--- src/rtl/sdram_slot_pkg.sv ---
`default_nettype none
// ============================================================
// sdram_slot_pkg : owner encoding and default parameters for the slot arbiter
// Rev 1.0
// ============================================================
package sdram_slot_pkg;

    typedef enum logic [2:0] {
        IDLE    = 3'd0,
        CHIP    = 3'd1,
        RTG     = 3'd2,
        AUD     = 3'd3,
        CPU     = 3'd4,
        HOST    = 3'd5,
        REFRESH = 3'd6
    } owner_e;

    localparam int DEF_SLOT_LEN         = 16;
    localparam int DEF_REFRESH_INTERVAL = 890;
    localparam int DEF_CPU_MAX_WAIT     = 4;
    localparam int DEF_CHIP_MAX_DEFER   = 2;

    // Ack bit order: {host, cpu, aud, rtg, chip}; IDLE and REFRESH never ack.
    function automatic logic [4:0] ack_mask(input owner_e owner);
        logic [4:0] mask;
        mask = 5'b00000;
        case (owner)
            CHIP:    mask = 5'b00001;
            RTG:     mask = 5'b00010;
            AUD:     mask = 5'b00100;
            CPU:     mask = 5'b01000;
            HOST:    mask = 5'b10000;
            default: mask = 5'b00000;
        endcase
        return mask;
    endfunction

endpackage
`default_nettype wire

--- src/rtl/sdram_slot_arbiter_if.sv ---
`default_nettype none
// ============================================================
// sdram_slot_arbiter_if : requester handshakes and slot status of the arbiter
// Rev 1.0
// ============================================================
interface sdram_slot_arbiter_if
    import sdram_slot_pkg::*;
#(
    parameter int SLOT_LEN = DEF_SLOT_LEN
);
    logic                        chip_req;
    logic                        rtg_req;
    logic                        aud_req;
    logic                        cpu_req;
    logic                        host_req;
    logic                        chip_ack;
    logic                        rtg_ack;
    logic                        aud_ack;
    logic                        cpu_ack;
    logic                        host_ack;
    owner_e                      grant;
    logic [$clog2(SLOT_LEN)-1:0] slot_phase;
    logic                        slot_start;
    logic                        refresh_overrun;

    modport master (
        input  chip_req, rtg_req, aud_req, cpu_req, host_req,
        output chip_ack, rtg_ack, aud_ack, cpu_ack, host_ack,
        output grant, slot_phase, slot_start, refresh_overrun
    );

    modport slave (
        output chip_req, rtg_req, aud_req, cpu_req, host_req,
        input  chip_ack, rtg_ack, aud_ack, cpu_ack, host_ack,
        input  grant, slot_phase, slot_start, refresh_overrun
    );

endinterface
`default_nettype wire

--- src/rtl/sdram_refresh_timer.sv ---
`default_nettype none
// ============================================================
// sdram_refresh_timer : refresh interval counter with pending and sticky overrun flags
// Rev 1.0
// ============================================================
module sdram_refresh_timer #(
    parameter int REFRESH_INTERVAL = 890
) (
    input  logic sysclk,
    input  logic reset_n,
    input  logic refresh_taken,
    output logic pending,
    output logic overrun
);
    localparam int            CW     = $clog2(REFRESH_INTERVAL + 1);
    localparam logic [CW-1:0] RELOAD = CW'(REFRESH_INTERVAL - 1);

    logic [CW-1:0] count_q, count_d;
    logic          pending_q, pending_d;
    logic          overrun_q, overrun_d;
    logic          expire;

    // A grant and an expiry in the same cycle leave a fresh request pending.
    always_comb begin
        expire    = (count_q == '0);
        count_d   = expire ? RELOAD : (count_q - CW'(1));
        pending_d = expire | (pending_q & ~refresh_taken);
        overrun_d = overrun_q | (expire & pending_q & ~refresh_taken);
    end

    always_ff @(posedge sysclk or negedge reset_n) begin
        if (!reset_n) begin
            count_q   <= RELOAD;
            pending_q <= 1'b0;
            overrun_q <= 1'b0;
        end else begin
            count_q   <= count_d;
            pending_q <= pending_d;
            overrun_q <= overrun_d;
        end
    end

    assign pending = pending_q;
    assign overrun = overrun_q;

endmodule
`default_nettype wire

--- src/rtl/sdram_slot_arbiter.sv ---
`default_nettype none
// ============================================================
// sdram_slot_arbiter : grants fixed-length SDRAM slots to one requester or refresh
// Rev 1.0
// ============================================================
module sdram_slot_arbiter
    import sdram_slot_pkg::*;
#(
    parameter int SLOT_LEN         = DEF_SLOT_LEN,
    parameter int REFRESH_INTERVAL = DEF_REFRESH_INTERVAL,
    parameter int CPU_MAX_WAIT     = DEF_CPU_MAX_WAIT,
    parameter int CHIP_MAX_DEFER   = DEF_CHIP_MAX_DEFER
) (
    input  logic                 sysclk,
    input  logic                 reset_n,
    sdram_slot_arbiter_if.master bus
);
    localparam int            PW         = $clog2(SLOT_LEN);
    localparam logic [PW-1:0] PH_LAST    = PW'(SLOT_LEN - 1);
    localparam logic [PW-1:0] PH_ACK_PRE = PW'(SLOT_LEN - 3);
    localparam int            WW         = $clog2(CPU_MAX_WAIT + 1);
    localparam logic [WW-1:0] WAIT_MAX   = WW'(CPU_MAX_WAIT);
    localparam int            DW         = $clog2(CHIP_MAX_DEFER + 1);
    localparam logic [DW-1:0] DEFER_MAX  = DW'(CHIP_MAX_DEFER);

    logic [PW-1:0] phase_q, phase_d;
    owner_e        grant_q, grant_d;
    logic [4:0]    ack_q, ack_d;
    logic [WW-1:0] wait_q, wait_d;
    logic [DW-1:0] defer_q, defer_d;

    owner_e winner;
    logic   decide;
    logic   refresh_taken;
    logic   refresh_pending;
    logic   refresh_overrun;
    logic   cpu_starved;
    logic   chip_must_yield;

    sdram_refresh_timer #(
        .REFRESH_INTERVAL (REFRESH_INTERVAL)
    ) u_refresh_timer (
        .sysclk        (sysclk),
        .reset_n       (reset_n),
        .refresh_taken (refresh_taken),
        .pending       (refresh_pending),
        .overrun       (refresh_overrun)
    );

    always_comb begin
        cpu_starved     = (wait_q >= WAIT_MAX);
        chip_must_yield = refresh_pending && (defer_q >= DEFER_MAX);

        winner = IDLE;
        if (chip_must_yield)                winner = REFRESH;
        else if (bus.chip_req)              winner = CHIP;
        else if (refresh_pending)           winner = REFRESH;
        else if (bus.cpu_req && cpu_starved) winner = CPU;
        else if (bus.aud_req)               winner = AUD;
        else if (bus.rtg_req)               winner = RTG;
        else if (bus.cpu_req)               winner = CPU;
        else if (bus.host_req)              winner = HOST;

        decide        = (phase_q == PH_LAST);
        refresh_taken = decide && (winner == REFRESH);
    end

    always_comb begin
        phase_d = phase_q + PW'(1);
        grant_d = decide ? winner : grant_q;
        // Registered one cycle early so the pulse lands on phase SLOT_LEN-2.
        ack_d   = (phase_q == PH_ACK_PRE) ? ack_mask(grant_q) : 5'b00000;

        wait_d = wait_q;
        if (decide) begin
            if (!bus.cpu_req || (winner == CPU)) wait_d = '0;
            else if (wait_q != WAIT_MAX)         wait_d = wait_q + WW'(1);
        end

        defer_d = defer_q;
        if (decide) begin
            if (winner == REFRESH)
                defer_d = '0;
            else if ((winner == CHIP) && refresh_pending && (defer_q != DEFER_MAX))
                defer_d = defer_q + DW'(1);
        end
    end

    always_ff @(posedge sysclk or negedge reset_n) begin
        if (!reset_n) begin
            phase_q <= '0;
            grant_q <= IDLE;
            ack_q   <= 5'b00000;
            wait_q  <= '0;
            defer_q <= '0;
        end else begin
            phase_q <= phase_d;
            grant_q <= grant_d;
            ack_q   <= ack_d;
            wait_q  <= wait_d;
            defer_q <= defer_d;
        end
    end

    assign bus.grant           = grant_q;
    assign bus.slot_phase      = phase_q;
    assign bus.slot_start      = (phase_q == '0);
    assign bus.chip_ack        = ack_q[0];
    assign bus.rtg_ack         = ack_q[1];
    assign bus.aud_ack         = ack_q[2];
    assign bus.cpu_ack         = ack_q[3];
    assign bus.host_ack        = ack_q[4];
    assign bus.refresh_overrun = refresh_overrun;

endmodule
`default_nettype wire

--- src/flat_wrapper.sv ---
// flat-port wrapper written by rule: the top's interface ports become plain ports
module sdram_slot_arbiter_flat import sdram_slot_pkg::*;
#(
    parameter int SLOT_LEN         = DEF_SLOT_LEN,
    parameter int REFRESH_INTERVAL = DEF_REFRESH_INTERVAL,
    parameter int CPU_MAX_WAIT     = DEF_CPU_MAX_WAIT,
    parameter int CHIP_MAX_DEFER   = DEF_CHIP_MAX_DEFER
)
  (sysclk, reset_n, bus_chip_req, bus_rtg_req, bus_aud_req, bus_cpu_req, bus_host_req, bus_chip_ack, bus_rtg_ack, bus_aud_ack, bus_cpu_ack, bus_host_ack, bus_grant, bus_slot_phase, bus_slot_start, bus_refresh_overrun);
  sdram_slot_arbiter_if #(.SLOT_LEN(SLOT_LEN)) bus_i ();
  input  logic sysclk;
  input  logic reset_n;
  input wire logic [$bits(bus_i.chip_req)-1:0] bus_chip_req;
  input wire logic [$bits(bus_i.rtg_req)-1:0] bus_rtg_req;
  input wire logic [$bits(bus_i.aud_req)-1:0] bus_aud_req;
  input wire logic [$bits(bus_i.cpu_req)-1:0] bus_cpu_req;
  input wire logic [$bits(bus_i.host_req)-1:0] bus_host_req;
  output wire logic [$bits(bus_i.chip_ack)-1:0] bus_chip_ack;
  output wire logic [$bits(bus_i.rtg_ack)-1:0] bus_rtg_ack;
  output wire logic [$bits(bus_i.aud_ack)-1:0] bus_aud_ack;
  output wire logic [$bits(bus_i.cpu_ack)-1:0] bus_cpu_ack;
  output wire logic [$bits(bus_i.host_ack)-1:0] bus_host_ack;
  output wire logic [$bits(bus_i.grant)-1:0] bus_grant;
  output wire logic [$bits(bus_i.slot_phase)-1:0] bus_slot_phase;
  output wire logic [$bits(bus_i.slot_start)-1:0] bus_slot_start;
  output wire logic [$bits(bus_i.refresh_overrun)-1:0] bus_refresh_overrun;
  assign bus_i.chip_req = bus_chip_req;
  assign bus_i.rtg_req = bus_rtg_req;
  assign bus_i.aud_req = bus_aud_req;
  assign bus_i.cpu_req = bus_cpu_req;
  assign bus_i.host_req = bus_host_req;
  assign bus_chip_ack = bus_i.chip_ack;
  assign bus_rtg_ack = bus_i.rtg_ack;
  assign bus_aud_ack = bus_i.aud_ack;
  assign bus_cpu_ack = bus_i.cpu_ack;
  assign bus_host_ack = bus_i.host_ack;
  assign bus_grant = bus_i.grant;
  assign bus_slot_phase = bus_i.slot_phase;
  assign bus_slot_start = bus_i.slot_start;
  assign bus_refresh_overrun = bus_i.refresh_overrun;
  sdram_slot_arbiter #(.SLOT_LEN(SLOT_LEN), .REFRESH_INTERVAL(REFRESH_INTERVAL), .CPU_MAX_WAIT(CPU_MAX_WAIT), .CHIP_MAX_DEFER(CHIP_MAX_DEFER)) u_core (.sysclk(sysclk), .reset_n(reset_n), .bus(bus_i));
endmodule
--- config.mk ---
export PLATFORM = sky130hd
export DESIGN_NAME = sdram_slot_arbiter_flat
export DESIGN_NICKNAME = d
export VERILOG_FILES = /design/src/rtl/sdram_slot_pkg.sv /design/src/rtl/sdram_slot_arbiter_if.sv /design/src/rtl/sdram_refresh_timer.sv /design/src/rtl/sdram_slot_arbiter.sv /design/src/flat_wrapper.sv
export SDC_FILE = /design/constraint.sdc
export NUM_CORES = 1
export LEC_CHECK = 0
export ABC_AREA = 1
export BUFFER_PORTS_ARGS = -buffer_cell sky130_fd_sc_hd__clkbuf_2
export CAP_MARGIN = 20
export CELL_PAD_IN_SITES_DETAIL_PLACEMENT = 0
export CELL_PAD_IN_SITES_GLOBAL_PLACEMENT = 2
export CORE_ASPECT_RATIO = 0.9
export CORE_MARGIN = 5
export CORE_UTILIZATION = 36
export CTS_BUF_LIST = sky130_fd_sc_hd__clkbuf_16
export CTS_CLUSTER_DIAMETER = 100
export DETAILED_ROUTE_END_ITERATION = 10
export PLACE_DENSITY_LB_ADDON = 0.3
export SLEW_MARGIN = 15
export SYNTH_ARGS = -nofsm -noshare
export SYNTH_HDL_FRONTEND = slang
export SYNTH_HIERARCHICAL = 1
export SYNTH_SLANG_ARGS = --single-unit
--- constraint.sdc ---
create_clock -name sysclk -period 4 [get_ports sysclk]
set_clock_uncertainty 0.05 [all_clocks]
set_input_delay 0.6 -clock sysclk [delete_from_list [all_inputs] [get_ports sysclk]]
set_output_delay 0.6 -clock sysclk [all_outputs]
set_load 0.005 [all_outputs]
==> reports/qor.csv <==
metric,value,unit
antenna_cells,0,
core,3991,um2
wl,2718,um
dp_cells,238,
rows,22,
cts_buffers,5,
die_area,5431,um2
slew_violations,0,
ctsHoldBuffers,0,
post-dp-hpwl,2043,um
regToRegEndpoint,u_core/wait_q[2]$_DFFE_PN0P_,
route.detailed.drc,0,
r2r_start,u_core/bus.slot_phase[0]$_DFF_PN0_,
netlist_instances,170,
tightestPinTransition,0.7369,ns
clkSlewWorstSetupHoldPaths,0.05,ns
avgSynthCellArea,8.589,um2
drt-initial-drc-count,65,
reg2reg_depth,6,
port_buffers,20,
hp-class,in2async,
fin_nets,211,
maxCapViolations,0,
ff2ff_setup_slack,2.49,ns
post-route-period-util,45.81,%
multi_input_area,616.8,um2
first_pass_iters,4,
syn_area,1460,um2
syn_nets,184,
tns,0,ns
drt-wirelength-per-cell,11.05,um
start_util,36.58,%
fillers,386,
slew_headroom,50.87,%
clockRootBuffer,clkbuf_16,
vdd_drop_max,0.0001820,V
syn2layout_area_growth,22.36,%
endpoint_kind,primary output,
crit_type,reg2out,
vias,1103,
grt_max_degree,30,
p_leak,0.0009107,uW
drive_gt1_share,25.25,%
num_io_pins,21,
grt_pass1_wl,4954,um
viasPerCell,4.484,
cts_num_sinks,29,
worstPathMaxFanout,5,
ys_ff_latch,29,
die_y,70.42,um
critPathRequiredTime,3.35,ns
power.density,424.4,nW/um2
antenna_left,0,
die_w,77.13,um
ys_warn_count,6,
cts_resized,0,
finalNonFillerCells,246,
arrival,1.18,ns
synth-seq-area-share,50.30,%
yosys.area.top_type_share,37.70,%
regArea,734.5,um2
grt_overflow_total,0,
synth.area.top_cells,"dfrtp_1 38%, dfstp_2 13%, nand2_1 9.5%",
antenna_found_initial,0,
rsz0062_at_grt,no,
layout_min_cycle_time,1.832,ns
clock_latency,0.27,ns
fmax,0.5457,GHz
status,"finished, final reports clean",
yosysTopAreaCell,dfrtp_1,
yosysUniqueCellTypes,25,
gp_congestion,0.7503,
grt_pass1_vias,1179,
clock_path_buffers,2,
setup_viol,0,
cts_tree,done,
hold_violations,0,
start_kind,flip-flop,
grt_usage,11.08,%
postCtsSetupRepairBufs,0,
cts_max_level,2,
[cells in the mapped netlist, drive strengths merged]
cell and n:
ha 7, dfstp 7, inv 29, nand3 10, o41ai 1, a21oi 2, or2 1, xor2 4
nand4 2, nor2 23, xnor2 2, nand2 43, nor3 2, dfrtp 22, o21ai 12, nor4 3
[routing by layer]
layer | wire, um | GRT usage [%] | part of all wire [%]
met5 | 0 | 0 | 0
met4 | 21 | 2.863 | 0.77
met3 | 143 | 4.381 | 5.3
met2 | 1223 | 18.22 | 45
met1 | 1329 | 13.46 | 49
[cells in the final DEF (no fill, tap or decap)]
master       n
nand3_2      2
clkbuf_2    20
o21ai_1      1
a21oi_1      1
o21ai_2      1
xor2_1       4
nor2_2       3
dfrtp_1     22
o21ai_0     10
clkinv_1     1
dfstp_2      7
or2_1        1
a21oi_2      1
nand4_1      2
nand3_1      8
nor2_1      19
o41ai_1      1
nand2_4      1
nor2_4       1
clkinvlp_4   1
clkbuf_16    5
inv_2        2
nor3_1       2
nor4_1       3
nand2_1     37
bufinv_16    1
xnor2_1      2
inv_1       27
nand2_2      5
ha_1         7
[sequential cells by signal, summed over array words and instances, names as in the netlist]
signal and flops:
u_core/u_refresh_timer/pending 1, u_core/defer_q 2, u_core/bus.grant 3, u_core/bus.slot_phase 4, u_core/u_refresh_timer/count_q 10, u_core/ack_q 5, u_core/u_refresh_timer/overrun 1, u_core/wait_q 3
[power breakdown]
part           internal [uW]  switching [uW]  total [uW]
Sequential               300            6.87         307
Combinational           14.0            23.4        37.4
Clock                    290             124         414
[worst max-delay path, stage by stage (launching register included)]
cell	delay, ns
dfrtp_1	0.42
inv_1	0.09
ha_1	0.14
nand2_1	0.06
nor2_1	0.08
clkbuf_2	0.12
[final cells by class]
| cell class | instances | share of cell area [%] |
|---|---|---|
| sequential | 29 | 41.11 |
| clock buffer | 5 | 7.003 |
| inverter | 29 | 6.092 |
| timing repair buffer | 20 | 5.602 |
| multi-input combinational | 112 | 34.52 |
| tap | 48 | 3.361 |
| clock inverter | 3 | 2.311 |
[logic make-up (layout without fill, tap and decap cells)]
kind of cell               count (synthesis)  after routing  share of synthesized area, %
buffers and inverters                     29             57                         7.455
xor gates and xnor gates                   6              6                         3.599
AOI/OAI and AO/OA                         15             15                         5.912
and+or+nand+nor                           84             84                         26.74
DFF                                       29             29                         50.30
adders and majority gates                  7              7                         5.998
[metrics by stage]
stage / hold WS (ns) / instance area, um2 / total power, uW / utilization (%) / setup WS [ns]
6_report: 0.3391 / 1787 / 758.3 / 44.76 / 2.168
5_1_grt: 0.4068 / 1787 / 791.4 / 44.76 / 2.093
4_1_cts: 0.3646 / 1787 / 770.2 / 44.76 / 2.146
3_5_place_dp: 0.3932 / 1620 / 349.6 / 40.60 / 2.409
3_3_place_gp: 0.3876 / 1620 / 349.0 / 40.60 / 2.442
2_1_floorplan: 0.2544 / 1460 / 332.0 / - / 2.586
[worst max path at each step]
stage / depth (start not counted) / endpoint / start
floorplan: 4 / bus_slot_start / u_core/bus.slot_phase[0]$_DFF_PN0_
global placement: 9 / u_core/wait_q[2]$_DFFE_PN0P_ / bus_cpu_req
detailed placement: 9 / u_core/wait_q[0]$_DFFE_PN0P_ / bus_cpu_req
CTS: 5 / bus_slot_start / u_core/bus.slot_phase[0]$_DFF_PN0_
global route: 5 / bus_slot_start / u_core/bus.slot_phase[0]$_DFF_PN0_
finish: 5 / bus_slot_start / u_core/bus.slot_phase[0]$_DFF_PN0_
Power figures use the tool's default switching activity.
